File: config.mk
export PLATFORM = sky130hd
export DESIGN_NAME = cnn_layer_sched
export DESIGN_NICKNAME = d
export VERILOG_FILES = /design/src/rtl/cnn_layer_sched.sv
export SDC_FILE = /design/constraint.sdc
export NUM_CORES = 1
export LEC_CHECK = 0
export ABC_AREA = 1
export BUFFER_PORTS_ARGS = -buffer_cell sky130_fd_sc_hd__clkbuf_2
export CAP_MARGIN = 0
export CORE_MARGIN = 4
export CORE_UTILIZATION = 53
export DETAILED_ROUTE_END_ITERATION = 6
export PLACE_DENSITY = 0.79
export RECOVER_POWER = 50
export SYNTH_ARGS = -nofsm -noshare
export SYNTH_HDL_FRONTEND = slang
export SYNTH_SLANG_ARGS = --single-unit
File: constraint.sdc
create_clock -name clk_i -period 2.2 [get_ports clk_i]
set_input_delay 0.11 -clock clk_i [delete_from_list [all_inputs] [get_ports clk_i]]
set_output_delay 0.11 -clock clk_i [all_outputs]
set_load 0.05 [all_outputs]
File: src/rtl/cnn_layer_sched.sv
// Layer scheduler for a CNN accelerator: walks a descriptor ROM one layer at
// a time, validates each descriptor, hands the configuration to the conv and
// pool engines, sequences their start/finish handshakes and flips the
// ping-pong feature-map buffer between layers.
module cnn_layer_sched #(
  parameter int MAXL = 8
) (
  input  logic       clk_i,
  input  logic       rst_ni,
  input  logic       cnn_start_i,
  input  logic [3:0] num_layers_i,
  output logic [3:0] desc_idx_o,
  input  logic [7:0] desc_di_i,
  input  logic [7:0] desc_do_i,
  input  logic [7:0] desc_dr_i,
  input  logic [7:0] desc_dc_i,
  input  logic [3:0] desc_dkr_i,
  input  logic [3:0] desc_dkc_i,
  input  logic       desc_relu_i,
  input  logic       desc_mp_i,
  output logic [7:0] di_o,
  output logic [7:0] do_o,
  output logic [7:0] dr_o,
  output logic [7:0] dc_o,
  output logic [3:0] dkr_o,
  output logic [3:0] dkc_o,
  output logic       relu_o,
  output logic       maxpooling_or_not_o,
  output logic [7:0] dr_out_o,
  output logic [7:0] dc_out_o,
  output logic       start_o,
  input  logic       picture_finish_i,
  output logic       mp_enable_o,
  input  logic       mp_picture_finish_i,
  output logic       buf_sel_o,
  output logic [3:0] layer_idx_o,
  output logic [7:0] cnn_state_o,
  output logic       cnn_finish_o,
  output logic       cnn_err_o
);

  typedef enum logic [3:0] {
    IDLE       = 4'd0,
    FETCH      = 4'd1,
    LOAD       = 4'd2,
    CONV_START = 4'd3,
    CONV_WAIT  = 4'd4,
    MP_START   = 4'd5,
    MP_WAIT    = 4'd6,
    NEXT       = 4'd7,
    DONE       = 4'd8,
    ERR        = 4'd9
  } state_t;

  typedef struct packed {
    logic [7:0] di;
    logic [7:0] dout;
    logic [7:0] dr;
    logic [7:0] dc;
    logic [3:0] dkr;
    logic [3:0] dkc;
    logic       relu;
    logic       mp;
    logic [7:0] rout;
    logic [7:0] cout;
  } cfg_t;

  localparam logic [4:0] MaxLayers = 5'(MAXL);

  state_t     state_q, state_d;
  logic [3:0] layer_idx_q, layer_idx_d;
  logic [3:0] num_q, num_d;
  logic       buf_sel_q, buf_sel_d;
  logic       err_q, err_d;
  cfg_t       cfg_q, cfg_d;

  logic [7:0] rout, cout, exp_r, exp_c;
  logic [3:0] idx_inc;
  logic       bad;

  // State, layer bookkeeping and the registered layer configuration.
  always_ff @(posedge clk_i or negedge rst_ni) begin
    if (!rst_ni) begin
      state_q     <= IDLE;
      layer_idx_q <= 4'd0;
      num_q       <= 4'd0;
      buf_sel_q   <= 1'b0;
      err_q       <= 1'b0;
      cfg_q       <= '0;
    end else begin
      state_q     <= state_d;
      layer_idx_q <= layer_idx_d;
      num_q       <= num_d;
      buf_sel_q   <= buf_sel_d;
      err_q       <= err_d;
      cfg_q       <= cfg_d;
    end
  end

  // Next-state logic, descriptor validation and chaining against the
  // previous layer (whose configuration is still held in cfg_q during LOAD).
  always_comb begin
    state_d     = state_q;
    layer_idx_d = layer_idx_q;
    num_d       = num_q;
    buf_sel_d   = buf_sel_q;
    err_d       = err_q;
    cfg_d       = cfg_q;
    rout        = desc_dr_i - {4'd0, desc_dkr_i} + 8'd1;
    cout        = desc_dc_i - {4'd0, desc_dkc_i} + 8'd1;
    exp_r       = cfg_q.mp ? {1'b0, cfg_q.rout[7:1]} : cfg_q.rout;
    exp_c       = cfg_q.mp ? {1'b0, cfg_q.cout[7:1]} : cfg_q.cout;
    idx_inc     = layer_idx_q + 4'd1;
    bad         = 1'b0;
    case (state_q)
      IDLE, ERR: begin
        if (cnn_start_i) begin
          err_d       = 1'b0;
          layer_idx_d = 4'd0;
          buf_sel_d   = 1'b0;
          num_d       = num_layers_i;
          state_d     = (num_layers_i == 4'd0) ? DONE : FETCH;
        end
      end
      FETCH:      state_d = LOAD;
      LOAD: begin
        cfg_d = '{di: desc_di_i, dout: desc_do_i, dr: desc_dr_i, dc: desc_dc_i,
                  dkr: desc_dkr_i, dkc: desc_dkc_i, relu: desc_relu_i,
                  mp: desc_mp_i, rout: rout, cout: cout};
        bad = (desc_dkr_i == 4'd0) || (desc_dkc_i == 4'd0) ||
              ({4'd0, desc_dkr_i} > desc_dr_i) || ({4'd0, desc_dkc_i} > desc_dc_i) ||
              (desc_mp_i && (rout[0] || cout[0])) ||
              ({1'b0, num_q} > MaxLayers);
        if (layer_idx_q != 4'd0) begin
          bad = bad || (desc_di_i != cfg_q.dout) ||
                (desc_dr_i != exp_r) || (desc_dc_i != exp_c);
        end
        if (bad) begin
          err_d   = 1'b1;
          state_d = ERR;
        end else begin
          state_d = CONV_START;
        end
      end
      CONV_START: state_d = CONV_WAIT;
      CONV_WAIT: begin
        if (picture_finish_i) state_d = cfg_q.mp ? MP_START : NEXT;
      end
      MP_START:   state_d = MP_WAIT;
      MP_WAIT: begin
        if (mp_picture_finish_i) state_d = NEXT;
      end
      NEXT: begin
        buf_sel_d = ~buf_sel_q;
        if (idx_inc == num_q) begin
          state_d = DONE;
        end else begin
          layer_idx_d = idx_inc;
          state_d     = FETCH;
        end
      end
      DONE:       state_d = IDLE;
      default:    state_d = IDLE;
    endcase
  end

  // Pulses are decoded from the state so reset removes them immediately.
  assign start_o             = (state_q == CONV_START);
  assign mp_enable_o         = (state_q == MP_START);
  assign cnn_finish_o        = (state_q == DONE);
  assign cnn_err_o           = err_q;
  assign cnn_state_o         = {4'd0, state_q};
  assign desc_idx_o          = layer_idx_q;
  assign layer_idx_o         = layer_idx_q;
  assign buf_sel_o           = buf_sel_q;
  assign di_o                = cfg_q.di;
  assign do_o                = cfg_q.dout;
  assign dr_o                = cfg_q.dr;
  assign dc_o                = cfg_q.dc;
  assign dkr_o               = cfg_q.dkr;
  assign dkc_o               = cfg_q.dkc;
  assign relu_o              = cfg_q.relu;
  assign maxpooling_or_not_o = cfg_q.mp;
  assign dr_out_o            = cfg_q.rout;
  assign dc_out_o            = cfg_q.cout;

endmodule

Word level (Yosys, flattened, before mapping):

Cells that the tools add are included.

* shift-type cells: 0
* magnitude comparators: 3
* bitwise logic cells: 1
* $add $sub $neg: 5
* div/mod/pow operators: 0
* multiply operators: 0
* eq/ne operators: 18
* reduce and logical (&&, ||, !) cells: 23
* muxes and demuxes: 19

Operators by type and width (count)
* 4-bit 2-to-1 mux: 8
* 4-bit case mux with 8 select lines: 1
* 8-bit != test: 3
* 8-bit by 1-bit adder with 8-bit output, second input constant: 2
* 4-bit by 3-bit == test with 1-bit output, second input constant: 4
* 4-bit by 8-bit greater-than comparator with 1-bit output: 2
* 4-bit logical NOT: 4
* 8-bit 2-to-1 mux: 2
* 8-bit by 4-bit subtractor with 8-bit output: 2
* 2-bit != test, second input constant: 5
* 1-bit logical OR: 9
* 3-bit AND reduction: 3
* 4-bit by 2-bit == test with 1-bit output, second input constant: 2
* 4-bit == test, second input constant: 2
* 4-bit case mux with 2 select lines: 1
* 4-bit by 1-bit adder with 4-bit output, second input constant: 1
* 4-bit by 1-bit == test with 1-bit output, second input constant: 1
* 4-bit == test: 1
* 4-bit greater-than comparator, second input constant: 1
* 1-bit 2-to-1 mux: 4
* 1-bit case mux with 2 select lines: 2
* 2-bit AND reduction: 2
* 2-bit nonzero test: 2
* 4-bit nonzero test: 1
* 4 further kinds: 4

* flip-flop bits (word level): 72
* memories kept: 0
* memory bits (writable): 0
* memory bits (read-only): 0
* latch bits: 0

Longest topological paths before layout:

* word-level depth: 13
* mapped depth: 16

Worst setup path before layout:

Ideal clock, no wire load.

* path kind: flip-flop to output port
* start point: register state_q[0]
* end point: output port cnn_finish_o
* required time: 2.090 ns
* arrival time: 1.936 ns
* stages on the path, launching flop included: 4
* slack: 0.154 ns
* buffers on the path: 0
* cells stage by stage: dfrtp_1 > nor2_1 > inv_1 > nor3_1

* cells in the longest elaborated chain, start to end: 1

Ends and longest elaborated chain
* start, declared: RTL line 70 `state_t state_q, state_d;`
* start signal, assigned: RTL line 91 `state_q <= state_d;`
* 4-bit == test: RTL line 170 `assign cnn_finish_o = (state_q == DONE);`
* end, declared: RTL line 38 `output logic cnn_finish_o,`

No other way between the ends.

Worst setup path after layout:

* start point: register cfg_q (netlist bit maxpooling_or_not_o)
* end point: register state_q[3]

* cells in the longest elaborated chain, start to end: 8

Ends and longest elaborated chain
* start, declared: RTL line 75 `cfg_t cfg_q, cfg_d;`
* start signal, assigned: RTL line 96 `cfg_q <= cfg_d;`
* 8-bit 2-to-1 mux: RTL line 111 `exp_r = cfg_q.mp ? {1'b0, cfg_q.rout[7:1]} : cfg_q.rout;`
* 8-bit != test: RTL line 136 `(desc_dr_i != exp_r) || (desc_dc_i != exp_c);`
* 1-bit logical OR: RTL line 135 `bad = bad || (desc_di_i != cfg_q.dout) ||`
* 1-bit logical OR (*): RTL line 136
* 1-bit 2-to-1 mux (*): RTL line 134 `if (layer_idx_q != 4'd0) begin`
* 1-bit 2-to-1 mux (*): RTL line 115 `case (state_q)`
* 4-bit 2-to-1 mux (*): RTL line 138 `if (bad) begin`
* 4-bit case mux with 8 select lines (*): RTL line 115

Every way passes the cells marked *; elsewhere a longest branch is shown, timed or not. The select of a mux whose other input is x is not followed.
A chain may end at the register's enable or synchronous reset.

==> impl_results.md <==
- Pin count of the biggest net entering global routing: 84
- Routed via count: 4,546
- Global-route wire length before repair: 20.9 mm
- Yosys cell types: 33
- Post-CTS Hold Fix Bufs: 23
- H-tree depth: 3
- Synth Flop Type: dfrtp_1
- Die X: 101 um
- Critical Path, Cell by Cell: inv_4, nand2_4, nand3_1, nand2_1, nor2_2, nand2_1, nor2_1, nand4_1, nand3_1, nand2_1, nand2_1, nand2_1
- Ys async rst share: 100%
- Design area: 0.00563 mm2
- Area delta synth->final: 23.1%
- Yosys Warn Count: 0
- Slowest stage delay, CP: 510 ps
- Static leakage: 3.11 nW
- RSZ-0062 raised after global routing: no
- Post-route ant nets: 0
- Slew @ Worst Pin: 1650 ps
- Starting DRT DRC Count: 188
- Max-cap violations: 1
- Clock network power share: 12.1%
- Final setup fails: 0
- Critical Path RT: 2460 ps
- Latest clock arrival within the worst-skew pair: 360 ps
- Crit end category: flop
- Sw Ratio: 58.2%
- IO buf count: 125
- Crit Path Max Fanout: 20
- Root Buffer Master: clkbuf_8
- Wire length per cell: 14.0 um
- Worst EP arrival: 2160 ps
- Die ar.: 0.0102 mm2
- EDFF count, synth: 0
- CTS Buffer Depth: 2
- Drt via density: 5.10
- CP max-delay cell: dfrtp_1
- Cts repair resizes: 0
- Clock Sinks: 72
- Critical path type: flop to flop
- Total CTS buffers: 9
- Fmax: 524 MHz
- Vias in the first global route: 4,506
- Total GRT Usage: 25.6%
- I/O pin total: 130
- Synth area leaders: dfrtp_1 39%, nand2_1 21%, ha_1 9.0%, inv_1 5.5%, o21ai_0 4.8%
- Mapped Area: 0.00457 mm2
- Height of the die: 101 um
- Worst Hold Depth: 3
- Row count: 33
- Critical Path Start Type: flop
- Final Hold Vio Count: 0
- Period minus WS final: 1910 ps
- Sequential power share: 27.9%
- Mapped Cells: 635
- Seq/Total Area, Yosys: 39.4%
- Comb pwr share: 60.0%
- Internal power: 0.00378 W
- PwrDens: 1600 mW/mm2
- Clock transition at path regs: 90 ps
- Reg2Reg Depth: 12
- DR pass1 iterations: 5
- Fin crit share: 86.7%
- Failing checks: capacitance limit, slew limit
- Starting Density: 55.1%
- GPL Wtd Cong: 0.874
- Total grt overflow: 0
- Synth area leader: dfrtp_1
- Cell Area, Placed: 0.00528 mm2
- Most used cell, CP: nand2_1
- Initial antenna violation count: 0
- DP Worst Slack: 6.74 ps
- Status: finished, violations left
- Final Util: 67.9%
- Commonest cells in the netlist: 253 x nand2_1, 72 x dfrtp_1, 67 x inv_1, 51 x nor2_1, 44 x o21ai_0
- Layout cells sized above 1: 13.9%
- DP HPWL: 9.09 mm
- Max VDD drop: 0.00103 V
- TNS Setup: 0 ps
- Post-CTS setup buffers: 0
- Post-Route WL: 12.5 mm
- Final hold slack: 24.6 ps
- Slew Viols, Final: 73
- Relative slew slack: -9.89%
- Synthesized flop and latch total: 72
- Switch Pwr: 0.00525 W
- Synth Area per Inst: 7.20 um2
- TritonCTS clock tree: done
- Skew final: 14.2 ps
- Hold Crit Class: input port to flop
- Most frequent cell after synthesis: nand2_1
- Core Region: 0.00830 mm2
- Area share of the largest cell type after synthesis: 39.4%
- Number of remaining DRC errors: 0
- # nets final: 868
- Worst Slack Setup Final: 293 ps
stage by stage:
step	cells	power (W)
after floorplan	638	0.00671
after global placement	853	0.00791
after detailed placement	853	0.00806
after CTS	891	0.00919
after global routing	891	0.00969
final	892	0.00903
critical path: cells and delay by family (launching register included):
kind                   cells  cell delay (ps)
buffers and inverters      1              300
AND/OR/NAND/NOR           11             1010
flip-flops                 1              510
metal layers:
| metal | GRT usage (%) | wire (um) |
|---|---|---|
| met4 | 10.2 | 308 |
| met1 | 32.9 | 5320 |
| met3 | 4.22 | 780 |
| met5 | 0 | 0 |
| met2 | 43.2 | 6080 |
path summary, 6_finish.rpt:
kind                            slack, ps                start           to
worst max-delay path                  290  maxpooling_or_not_o   state_q[3]
worst min-delay path                   20  mp_picture_finish_i   state_q[1]
worst max register to register        290  maxpooling_or_not_o   state_q[3]
worst min register to register        480            cnn_err_o    cnn_err_o
max in group asynchronous             480               rst_ni     dkr_o[2]
min in group asynchronous             740               rst_ni  dc_out_o[3]
power groups by stage:
stage | Combinational [W] | Clock [W] | Sequential [W]
finish | 0.00542 | 0.00109 | 0.00252
global placement | 0.00541 | 0 | 0.00250
detailed placement | 0.00552 | 0 | 0.00254
floorplan | 0.00224 | 0 | 0.00447
CTS | 0.00557 | 0.00110 | 0.00252
global route | 0.00595 | 0.00115 | 0.00260
kinds of logic after synthesis:
kind of cell / Yosys count / synth area share, %
AO/OA/AOI/OAI: 61 / 6.92
buffers and inverters: 93 / 8.94
adder cells (fa/ha/maj): 35 / 9.90
flip-flops: 72 / 39.4
other: 1 / 0.0820
XOR/XNOR: 18 / 3.45
AND/OR/NAND/NOR: 355 / 31.3
cells in the final DEF, fill, tap and decap left out, types with 2 or more instances in the layout:
cell,Yosys,final
o22ai_1,3,3
clkbuf_1,8,58
buf_4,9,8
nor3_1,3,3
or2_2,2,2
a21oi_1,11,11
ha_1,33,33
dlygate4sd3_1,0,23
inv_1,67,67
nand2_2,9,10
fa_1,2,2
o21ai_0,44,44
nand3_1,28,28
nand2_1,253,252
clkbuf_8,0,10
conb_1,1,4
nor2_1,51,51
clkbuf_2,0,66
xnor2_1,11,11
clkinv_2,0,2
nor2_2,2,2
xor2_1,7,7
nand4_1,2,2
dfrtp_1,72,72
layout make-up:
class	count	area, um2
antenna	1	2.50
clock buffer	10	138
clock inverter	5	56.3
fill	742	2670
inverter	69	262
multi-input combinational	473	2380
sequential	72	1800
tap	105	131
timing repair buffer	157	863
sequential cells by signal, indices dropped and copies added, names as in the netlist:
signal and cells:
dc_o 8, dc_out_o 8, di_o 8, do_o 8
dr_o 8, dr_out_o 8, desc_idx_o 4, dkc_o 4
dkr_o 4, num_q 4, state_q 4, buf_sel_o 1
cnn_err_o 1, maxpooling_or_not_o 1, relu_o 1
Note: power is estimated with default switching activity, not from simulation.
